$ cat src/rtl/drum_mon_pkg.sv
// drum_mon_pkg: shared state encoding, default sizes and error helper for the DRUM error monitor
package drum_mon_pkg;
  typedef enum logic [1:0] {IDLE, RUN, DRAIN, DONE} state_t;
  localparam int DEF_WIDTH = 16;
  localparam int DEF_ACC_W = 48;
  localparam int DEF_CNT_W = 32;
  function automatic logic [64:0] ext(input logic [63:0] x, input int pw, input logic signed_mode);
    logic [64:0] m;
    m = {65{1'b1}} << pw;
    return (signed_mode && x[6'(pw-1)]) ? ({1'b0, x} | m) : ({1'b0, x} & ~m);
  endfunction
  // |exact - approx| for pw-bit products held in the low bits of 64-bit words
  function automatic logic [64:0] abs_err(input logic [63:0] exact, input logic [63:0] approx,
                                          input int pw, input logic signed_mode);
    logic [64:0] d;
    d = ext(exact, pw, signed_mode) - ext(approx, pw, signed_mode);
    return d[64] ? -d : d;
  endfunction
endpackage

$ cat src/rtl/drum_exact_mul_pipe.sv
// drum_exact_mul_pipe: valid-tagged S1 capture, S2 exact product, S3 combinational |error|
module drum_exact_mul_pipe import drum_mon_pkg::*; #(
  parameter int WIDTH = DEF_WIDTH,
  parameter bit SIGNED = 1'b1
) (
  input  logic                 clk,
  input  logic                 rst,
  input  logic                 flush,
  input  logic                 in_valid,
  input  logic [WIDTH-1:0]     a,
  input  logic [WIDTH-1:0]     b,
  input  logic [2*WIDTH-1:0]   r_approx,
  output logic                 s1_valid,
  output logic                 out_valid,
  output logic [2*WIDTH:0]     out_err,
  output logic [WIDTH-1:0]     out_a,
  output logic [WIDTH-1:0]     out_b
);
  logic [WIDTH-1:0] a1, b1;
  logic [2*WIDTH-1:0] r1, r2, exact2;
  logic sa, sb;
  assign sa = SIGNED && a1[WIDTH-1];
  assign sb = SIGNED && b1[WIDTH-1];
  always_ff @(posedge clk or posedge rst)
    if (rst) begin
      s1_valid <= 1'b0;
      out_valid <= 1'b0;
      {a1, b1, r1} <= '0;
      {exact2, r2, out_a, out_b} <= '0;
    end else begin
      s1_valid <= in_valid && !flush;
      out_valid <= s1_valid && !flush;
      if (in_valid) {a1, b1, r1} <= {a, b, r_approx};
      if (s1_valid) begin
        exact2 <= {{WIDTH{sa}}, a1} * {{WIDTH{sb}}, b1};
        r2 <= r1;
        out_a <= a1;
        out_b <= b1;
      end
    end
  // S3 is combinational so the stats registers capture it on the retire edge
  assign out_err = (2*WIDTH+1)'(abs_err(64'(exact2), 64'(r2), 2*WIDTH, SIGNED));
endmodule

$ cat src/rtl/drum_error_monitor.sv
// drum_error_monitor: run control FSM and error statistics over a stream of DRUM multiplier results
module drum_error_monitor import drum_mon_pkg::*; #(
  parameter int WIDTH = DEF_WIDTH,
  parameter bit SIGNED = 1'b1,
  parameter int ACC_W = DEF_ACC_W,
  parameter int CNT_W = DEF_CNT_W
) (
  input  logic               clk,
  input  logic               rst,
  input  logic               start,
  input  logic [CNT_W-1:0]   num_samples,
  input  logic               in_valid,
  output logic               in_ready,
  input  logic [WIDTH-1:0]   a,
  input  logic [WIDTH-1:0]   b,
  input  logic [2*WIDTH-1:0] r_approx,
  output logic               busy,
  output logic               done,
  output logic [CNT_W-1:0]   sample_cnt,
  output logic [CNT_W-1:0]   mismatch_cnt,
  output logic [ACC_W-1:0]   err_sum,
  output logic [2*WIDTH:0]   err_max,
  output logic [WIDTH-1:0]   err_max_a,
  output logic [WIDTH-1:0]   err_max_b
);
  localparam int SW = (ACC_W > 2*WIDTH+1 ? ACC_W : 2*WIDTH+1) + 1;
  state_t state;
  logic [CNT_W-1:0] issued, target, issued_next;
  logic go, xfer, p_s1, p_v;
  logic [2*WIDTH:0] p_err;
  logic [WIDTH-1:0] p_a, p_b;
  logic [SW-1:0] sum_next;
  assign go = start && (state == IDLE || state == DONE);
  assign in_ready = (state == RUN) && (issued < target);
  assign xfer = in_valid && in_ready;
  assign busy = (state == RUN) || (state == DRAIN);
  assign done = state == DONE;
  assign issued_next = issued + CNT_W'(xfer);
  assign sum_next = SW'(err_sum) + SW'(p_err);
  drum_exact_mul_pipe #(.WIDTH(WIDTH), .SIGNED(SIGNED)) u_pipe (
    .clk(clk), .rst(rst), .flush(go), .in_valid(xfer),
    .a(a), .b(b), .r_approx(r_approx),
    .s1_valid(p_s1), .out_valid(p_v), .out_err(p_err), .out_a(p_a), .out_b(p_b)
  );
  always_ff @(posedge clk or posedge rst)
    if (rst) begin
      state <= IDLE;
      {issued, target, sample_cnt, mismatch_cnt} <= '0;
      {err_sum, err_max, err_max_a, err_max_b} <= '0;
    end else if (go) begin
      state <= RUN;
      issued <= '0;
      target <= num_samples;
      {sample_cnt, mismatch_cnt} <= '0;
      {err_sum, err_max, err_max_a, err_max_b} <= '0;
    end else begin
      issued <= issued_next;
      // DRAIN only waits on S1; an S2 entry retires on the same edge that enters DONE
      state <= (state == RUN && issued_next == target) ? DRAIN :
               (state == DRAIN && !p_s1) ? DONE : state;
      if (p_v) begin
        sample_cnt <= sample_cnt + 1'b1;
        mismatch_cnt <= mismatch_cnt + CNT_W'(p_err != '0);
        err_sum <= (sum_next > SW'({ACC_W{1'b1}})) ? {ACC_W{1'b1}} : ACC_W'(sum_next);
        if (p_err > err_max) {err_max, err_max_a, err_max_b} <= {p_err, p_a, p_b};
      end
    end
endmodule

$ cat config.mk
export PLATFORM = sky130hd
export DESIGN_NAME = drum_error_monitor
export DESIGN_NICKNAME = d
export VERILOG_FILES = /design/src/rtl/drum_mon_pkg.sv /design/src/rtl/drum_exact_mul_pipe.sv /design/src/rtl/drum_error_monitor.sv
export SDC_FILE = /design/constraint.sdc
export NUM_CORES = 2
export LEC_CHECK = 0
export CORE_UTILIZATION = 30
export CTS_CLUSTER_DIAMETER = 200
export CTS_CLUSTER_SIZE = 16
export DETAILED_ROUTE_END_ITERATION = 7
export PLACE_DENSITY = 0.52
export SLEW_MARGIN = 10
export SYNTH_ARGS = -nofsm -noshare
export SYNTH_HDL_FRONTEND = slang
export SYNTH_SLANG_ARGS = --single-unit
$ cat constraint.sdc
create_clock -name clk -period 18.3 [get_ports clk]
set_input_delay 5.49 -clock clk [delete_from_list [all_inputs] [get_ports clk]]
set_output_delay 5.49 -clock clk [all_outputs]
set_load 0.01 [all_outputs]
Word level (Yosys, flattened, before mapping)
Cells that the tools add are included.

word-level totals
  flip-flop bits (word level) = 405
  output and inout bits = 180
  word-level logic and storage cells = 72

operators by class
  $add $sub $neg = 6
  $mul = 1
  magnitude comparators = 3
  equality and inequality tests = 4
  mux-type cells = 23
  reductions and logical operators = 17

operators by type and width
  operator                 count
  $mux W32                 5
  $mux W48                 3
  $mux W33                 4
  $mux W65                 2
  $mux W16                 6
  $sub A65 B65 Y65         1
  $add A32 B1 Y32          2
  $add A48 B33 Y49         1
  $gt A49 B48 Y1 const B   1
  $gt A33 B33 Y1           1
  $neg A33 Y33             1
  $reduce_bool A33 Y1      1
  $add A32 B1 Y32 const B  1
  $eq A32 B32 Y1           1
  $lt A32 B32 Y1           1
  $mul A16 B16 Y32         1
  $logic_and A1 B1 Y1      7
  $mux W2                  3
  $eq A2 B2 Y1 const B     2
  $reduce_bool A2 Y1       2
  $reduce_bool A3 Y1       1
  $eq A2 B1 Y1 const B     1
  $logic_not A1 Y1         2
  $logic_not A2 Y1         1
  2 further kinds          3

Longest topological paths before layout
  word-level depth = 9
  depth in mapped cells = 33
  depth with buffers taken out = 32

Modules after synthesis
From an unflattened synthesis, not the netlist that was laid out.

unflattened totals
  cells, all modules = 3659
  area, all modules = 33867.5 um^2

modules (own cells, without submodules)
  module               instances  cells each  area an instance (um^2)
  drum_exact_mul_pipe  1          1951        18705.4
  drum_error_monitor   1          1708        15162.0

Worst setup path before layout
No wires, ideal clock.

  path kind = input port to flip-flop
  from = in in_valid
  to = reg state[0]
  data arrival time = 8042 ps
  required time = 18168 ps
  path slack = 10125 ps
  stages = 16
  buffers on the path = 2
  path through = and2_1 clkbuf_1 buf_2 ha_1 ha_1 nand2_1 nor3_1 and3_1 nand4_1 xor2_1 xnor2_1 nand3_1 nor3_1 nand3_1 o21ai_0 nand2_1

on the way
  word-level cells in the longest chain between the ends = 6
  elaborated cells on any way between the ends = 7

RTL lines
  element                  RTL line                  RTL
  from (decl)              drum_error_monitor.sv:12  input logic in_valid,
  $logic_and A1 B1 Y1 (*)  drum_error_monitor.sv:35  assign xfer = in_valid && in_ready;
  via u_pipe.in_valid      drum_exact_mul_pipe.sv:9  input logic in_valid,
  $add A32 B1 Y32 (*)      drum_error_monitor.sv:38  assign issued_next = issued + CNT_W'(xfer);
  $eq A32 B32 Y1 (*)       drum_error_monitor.sv:59  state <= (state == RUN && issued_next == target) ? DRAIN :
  $logic_and A1 B1 Y1 (*)  drum_error_monitor.sv:59
  $mux W2                  drum_error_monitor.sv:59
  $mux W2                  drum_error_monitor.sv:50  end else if (go) begin
  to (signal assigned)     drum_error_monitor.sv:59
  to (decl)                drum_error_monitor.sv:27  state_t state;

The timed path passes the listed nets; every way through them passes the cells marked *.
A chain may end at the register's enable or synchronous reset.

Final worst setup path
  from = reg issued[1]
  to = out in_ready

on the way
  word-level cells in the longest chain between the ends = 2

RTL lines
  element                 RTL line                  RTL
  from (decl)             drum_error_monitor.sv:28  logic [CNT_W-1:0] issued, target, issued_next;
  from (signal assigned)  drum_error_monitor.sv:57  issued <= issued_next;
  $lt A32 B32 Y1          drum_error_monitor.sv:34  assign in_ready = (state == RUN) && (issued < target);
  $logic_and A1 B1 Y1     drum_error_monitor.sv:34
  to (decl)               drum_error_monitor.sv:13  output logic in_ready,

No other way between the ends.

==> summary.txt <==
Run status
  – Outcome: completed

Timing
  – Total Neg Setup Slack: 0 ns
  – Fmax: approximately 0.10 GHz
  – RSZ-0062 raised after global routing: no
  – Final Hold Fails: 0
  – Tcrit/Tclk final: 0.5247
  – Final min period: between 9 and 10 ns
  – Worst slew margin: 0.2836
  – Clock Skew: ~0.016 ns
  – Final setup violation count: 0
  – Slew @ Worst Pin: about 1.1 ns
  – Final Max Tran Viols: 0

Synthesis
  – Primary FF master, synth: dfrtp_1
  – Warnings from Yosys: 0
  – Yosys reg bits: between 400 and 500
  – Post-Syn Area: ~0.033 sq mm
  – Avg Cell Area, Syn: around 9.6 sq um
  – EDFF count, synth: 0
  – Synth async-reset ratio: 1.000
  – Sequential-to-total area share from yosys stat: 0.3109
  – Syn nets: 3,976
  – Synth Instances: between 3,000 and 4,000
  – Library cells used by synthesis: 82

Clock network
  – Total CTS buffers: 29
  – Root Driver: clkbuf_16
  – Postcts setup bufs: 0
  – CTS sink cnt: about 410
  – CTS max path bufs: 3
  – Quantity of gates resized following cts: 0
  – H-tree levels: 1
  – Hold-fix buffers, CTS: 0
  – CTS tree: built
  – Clock slew seen by the registers of the worst setup and hold paths: about 0.070 ns
  – Skew-Pair Late Insertion Delay: about 0.64 ns

Routing
  – Drt pass-1 iters: 5
  – DRT antenna net count: 0
  – Wirelength per Cell: approximately 18 microns
  – Total number of vias: approximately 24,000
  – Vias per cell: around 4.9
  – Drt initial violations: ~1,300
  – WL final: approximately 91 mm
  – DRC viols: 0

Finish
  – Most frequent cells in the layout: 427 x inv_1, 403 x dfrtp_1, 281 x nand2_1, 279 x clkdlybuf4s50_1, 265 x fa_1
  – Most common cell after layout, fill and taps aside: inv_1
  – Synth-to-layout area growth: 15.53%
  – Final #Nets: about 4,200
  – Fill count: 11,090
  – Layout cells sized above 1: 0.06288
  – Register area: just over 0.01 sq mm
  – Footprint of the multi-input gates: about 0.020 sq mm

Die
  – IO Pins: 280
  – Initial Util: 0.3036
  – Height of the die: roughly 330 microns
  – Total die area: approximately 0.11 sq mm
  – Row count: 120
  – Core box area: roughly 0.11 sq mm
  – Die width: between 300 and 400 microns

Placement
  – DPL Wire Length: around 70 mm
  – Gpl congestion: ~0.85
  – Port buffer count: between 200 and 300

Setup path
  – Worst Reg-to-Reg Cells: 33
  – WS Path Type: flop to output pin
  – Critical Path AT: approximately 4 ns
  – Reg-to-reg endpoint: err_sum[37]
  – Critical R2R Launch: u_pipe.exact2[0]
  – Critical Path RT: around 13 ns
  – Reg2reg setup slack: 9.01 ns
  – Crit-path max FO: 3
  – CP startpoint kind: flop
  – Setup crit end kind: output pin

Global routing
  – Initial antenna violation count: 3
  – Overflow after GRT: 0
  – Total GRT Usage: 0.1682
  – Vias in the first global route: around 25,000
  – First-pass GRT wire length: approximately 150 mm
  – Pin count of the biggest net entering global routing: 143

Run
  – Max Cap Viol: 0

Min path
  – Hold Crit Depth: 2
  – Worst hold path type: flop to flop
  – Hold_sp: u_pipe.r1[19]
  – Hold Path End: u_pipe.r2[19]
[worst max-delay path: stages, from the launching register on]
cell             delay (ns)
dfrtp_1                0.40
ha_1                   0.30
a21o_1                 0.16
a21o_1                 0.16
a21o_1                 0.17
a21o_1                 0.18
a21o_1                 0.17
a2111oi_0              0.41
o21ai_0                0.24
a41oi_1                0.27
a21oi_1                0.15
a21oi_1                0.27
clkdlybuf4s50_1        0.59
[synth_stat cells (4+ instances only)]
| cell | instances | share of area |
|---|---|---|
| o2111ai_1 | 5 | 0.0013 |
| dfrtp_1 | 405 | 0.31 |
| nand2_1 | 281 | 0.032 |
| xnor2_1 | 133 | 0.036 |
| nor2_1 | 242 | 0.028 |
| a31oi_1 | 49 | 0.0094 |
| nor3_1 | 38 | 0.0058 |
| a21oi_1 | 120 | 0.018 |
| inv_1 | 428 | 0.049 |
| nor2b_1 | 18 | 0.0035 |
| a311oi_1 | 7 | 0.0019 |
| or2_2 | 11 | 0.0021 |
| nor4_1 | 12 | 0.0023 |
| a21boi_0 | 5 | 0.0012 |
| ha_1 | 225 | 0.086 |
| o211ai_1 | 11 | 0.0025 |
| mux2i_1 | 44 | 0.014 |
| o22ai_1 | 4 | 0.00077 |
| buf_2 | 8 | 0.0012 |
| and3_1 | 44 | 0.0084 |
| and4_1 | 14 | 0.0038 |
| buf_1 | 10 | 0.0012 |
| nand2b_1 | 28 | 0.0054 |
| o21bai_1 | 14 | 0.0032 |
| mux2_2 | 126 | 0.044 |
| a31o_2 | 4 | 0.0011 |
| o21ai_0 | 167 | 0.026 |
| o211a_1 | 4 | 0.0012 |
| or4_1 | 5 | 0.0012 |
| a21o_1 | 63 | 0.015 |
| o31a_1 | 4 | 0.0011 |
| nand4_1 | 41 | 0.0079 |
| a41oi_1 | 4 | 0.0011 |
| or3_1 | 23 | 0.0044 |
| clkbuf_1 | 113 | 0.013 |
| o21a_1 | 20 | 0.0046 |
| and2_1 | 139 | 0.027 |
| nand3_1 | 60 | 0.0092 |
| a211oi_1 | 31 | 0.0071 |
| fa_1 | 265 | 0.16 |
| o31ai_1 | 6 | 0.0014 |
| xor2_1 | 88 | 0.024 |
[state kept, by name, summed over array words and instances, names as in the netlist, 32 cells and up]
register       cells
mismatch_cnt      32
sample_cnt        32
target            32
err_sum           48
err_max           33
issued            32
u_pipe.exact2     32
u_pipe.r1         32
u_pipe.r2         32
[area by class of cell]
cell class | instances | area share
multi-input cells | 2422 | 0.5410
flip-flops and latches | 405 | 0.2693
repair buffers | 305 | 0.07967
well taps | 1403 | 0.04661
inverters | 428 | 0.04286
clock buffers | 31 | 0.01947
clock inverters | 3 | 0.0009635
diodes | 3 | 0.0001993
[metal layers]
metal	share of wire	global-route usage
met2	0.46	0.2778
met1	0.46	0.2306
met4	0.020	0.03246
met3	0.055	0.02935
met5	0.000077	0
[metrics by stage]
| step | setup WS, ns | area (sq um) | utilization | cells | hold slack (ns) |
|---|---|---|---|---|---|
| floorplan | 1.544 | 32600 | - | 3386 | 0.4492 |
| global placement | 9.164 | 36880 | 0.3436 | 4963 | 0.4641 |
| detailed placement | 9.042 | 36880 | 0.3436 | 4963 | 0.4729 |
| CTS | 8.670 | 37650 | 0.3507 | 4997 | 0.4911 |
| global route | 8.077 | 37650 | 0.3507 | 4997 | 0.5170 |
| finish | 8.698 | 37660 | 0.3508 | 5000 | 0.4821 |
[logic make-up (layout without fill, tap and decap cells)]
family                   count (synthesis)  after routing  synth area share
AO/OA/AOI/OAI                          566            566            0.1118
XOR/XNOR                               222            222           0.05988
adder cells (fa/ha/maj)                490            490            0.2491
buffers and inverters                  559            767           0.06468
flip-flops                             405            405            0.3109
multiplexers                           170            170           0.05704
other                                    0              3                 0
AND/OR/NAND/NOR                        974            974            0.1465
[worst max path at each step]
stage,from,to,slack (ns),depth (start not counted)
finish,issued[1],in_ready,8.70,12
detailed placement,u_pipe.exact2[0],err_sum[37],9.04,33
global placement,in_valid,state[0],9.16,16
global route,u_pipe.r2[0],err_sum[37],8.08,32
floorplan,rst,err_max[0],1.54,1
CTS,issued[1],in_ready,8.67,12
Power is left out: the tool's default activity adds up to more than one toggle a clock period on the data nets, which glitch-free logic cannot reach.
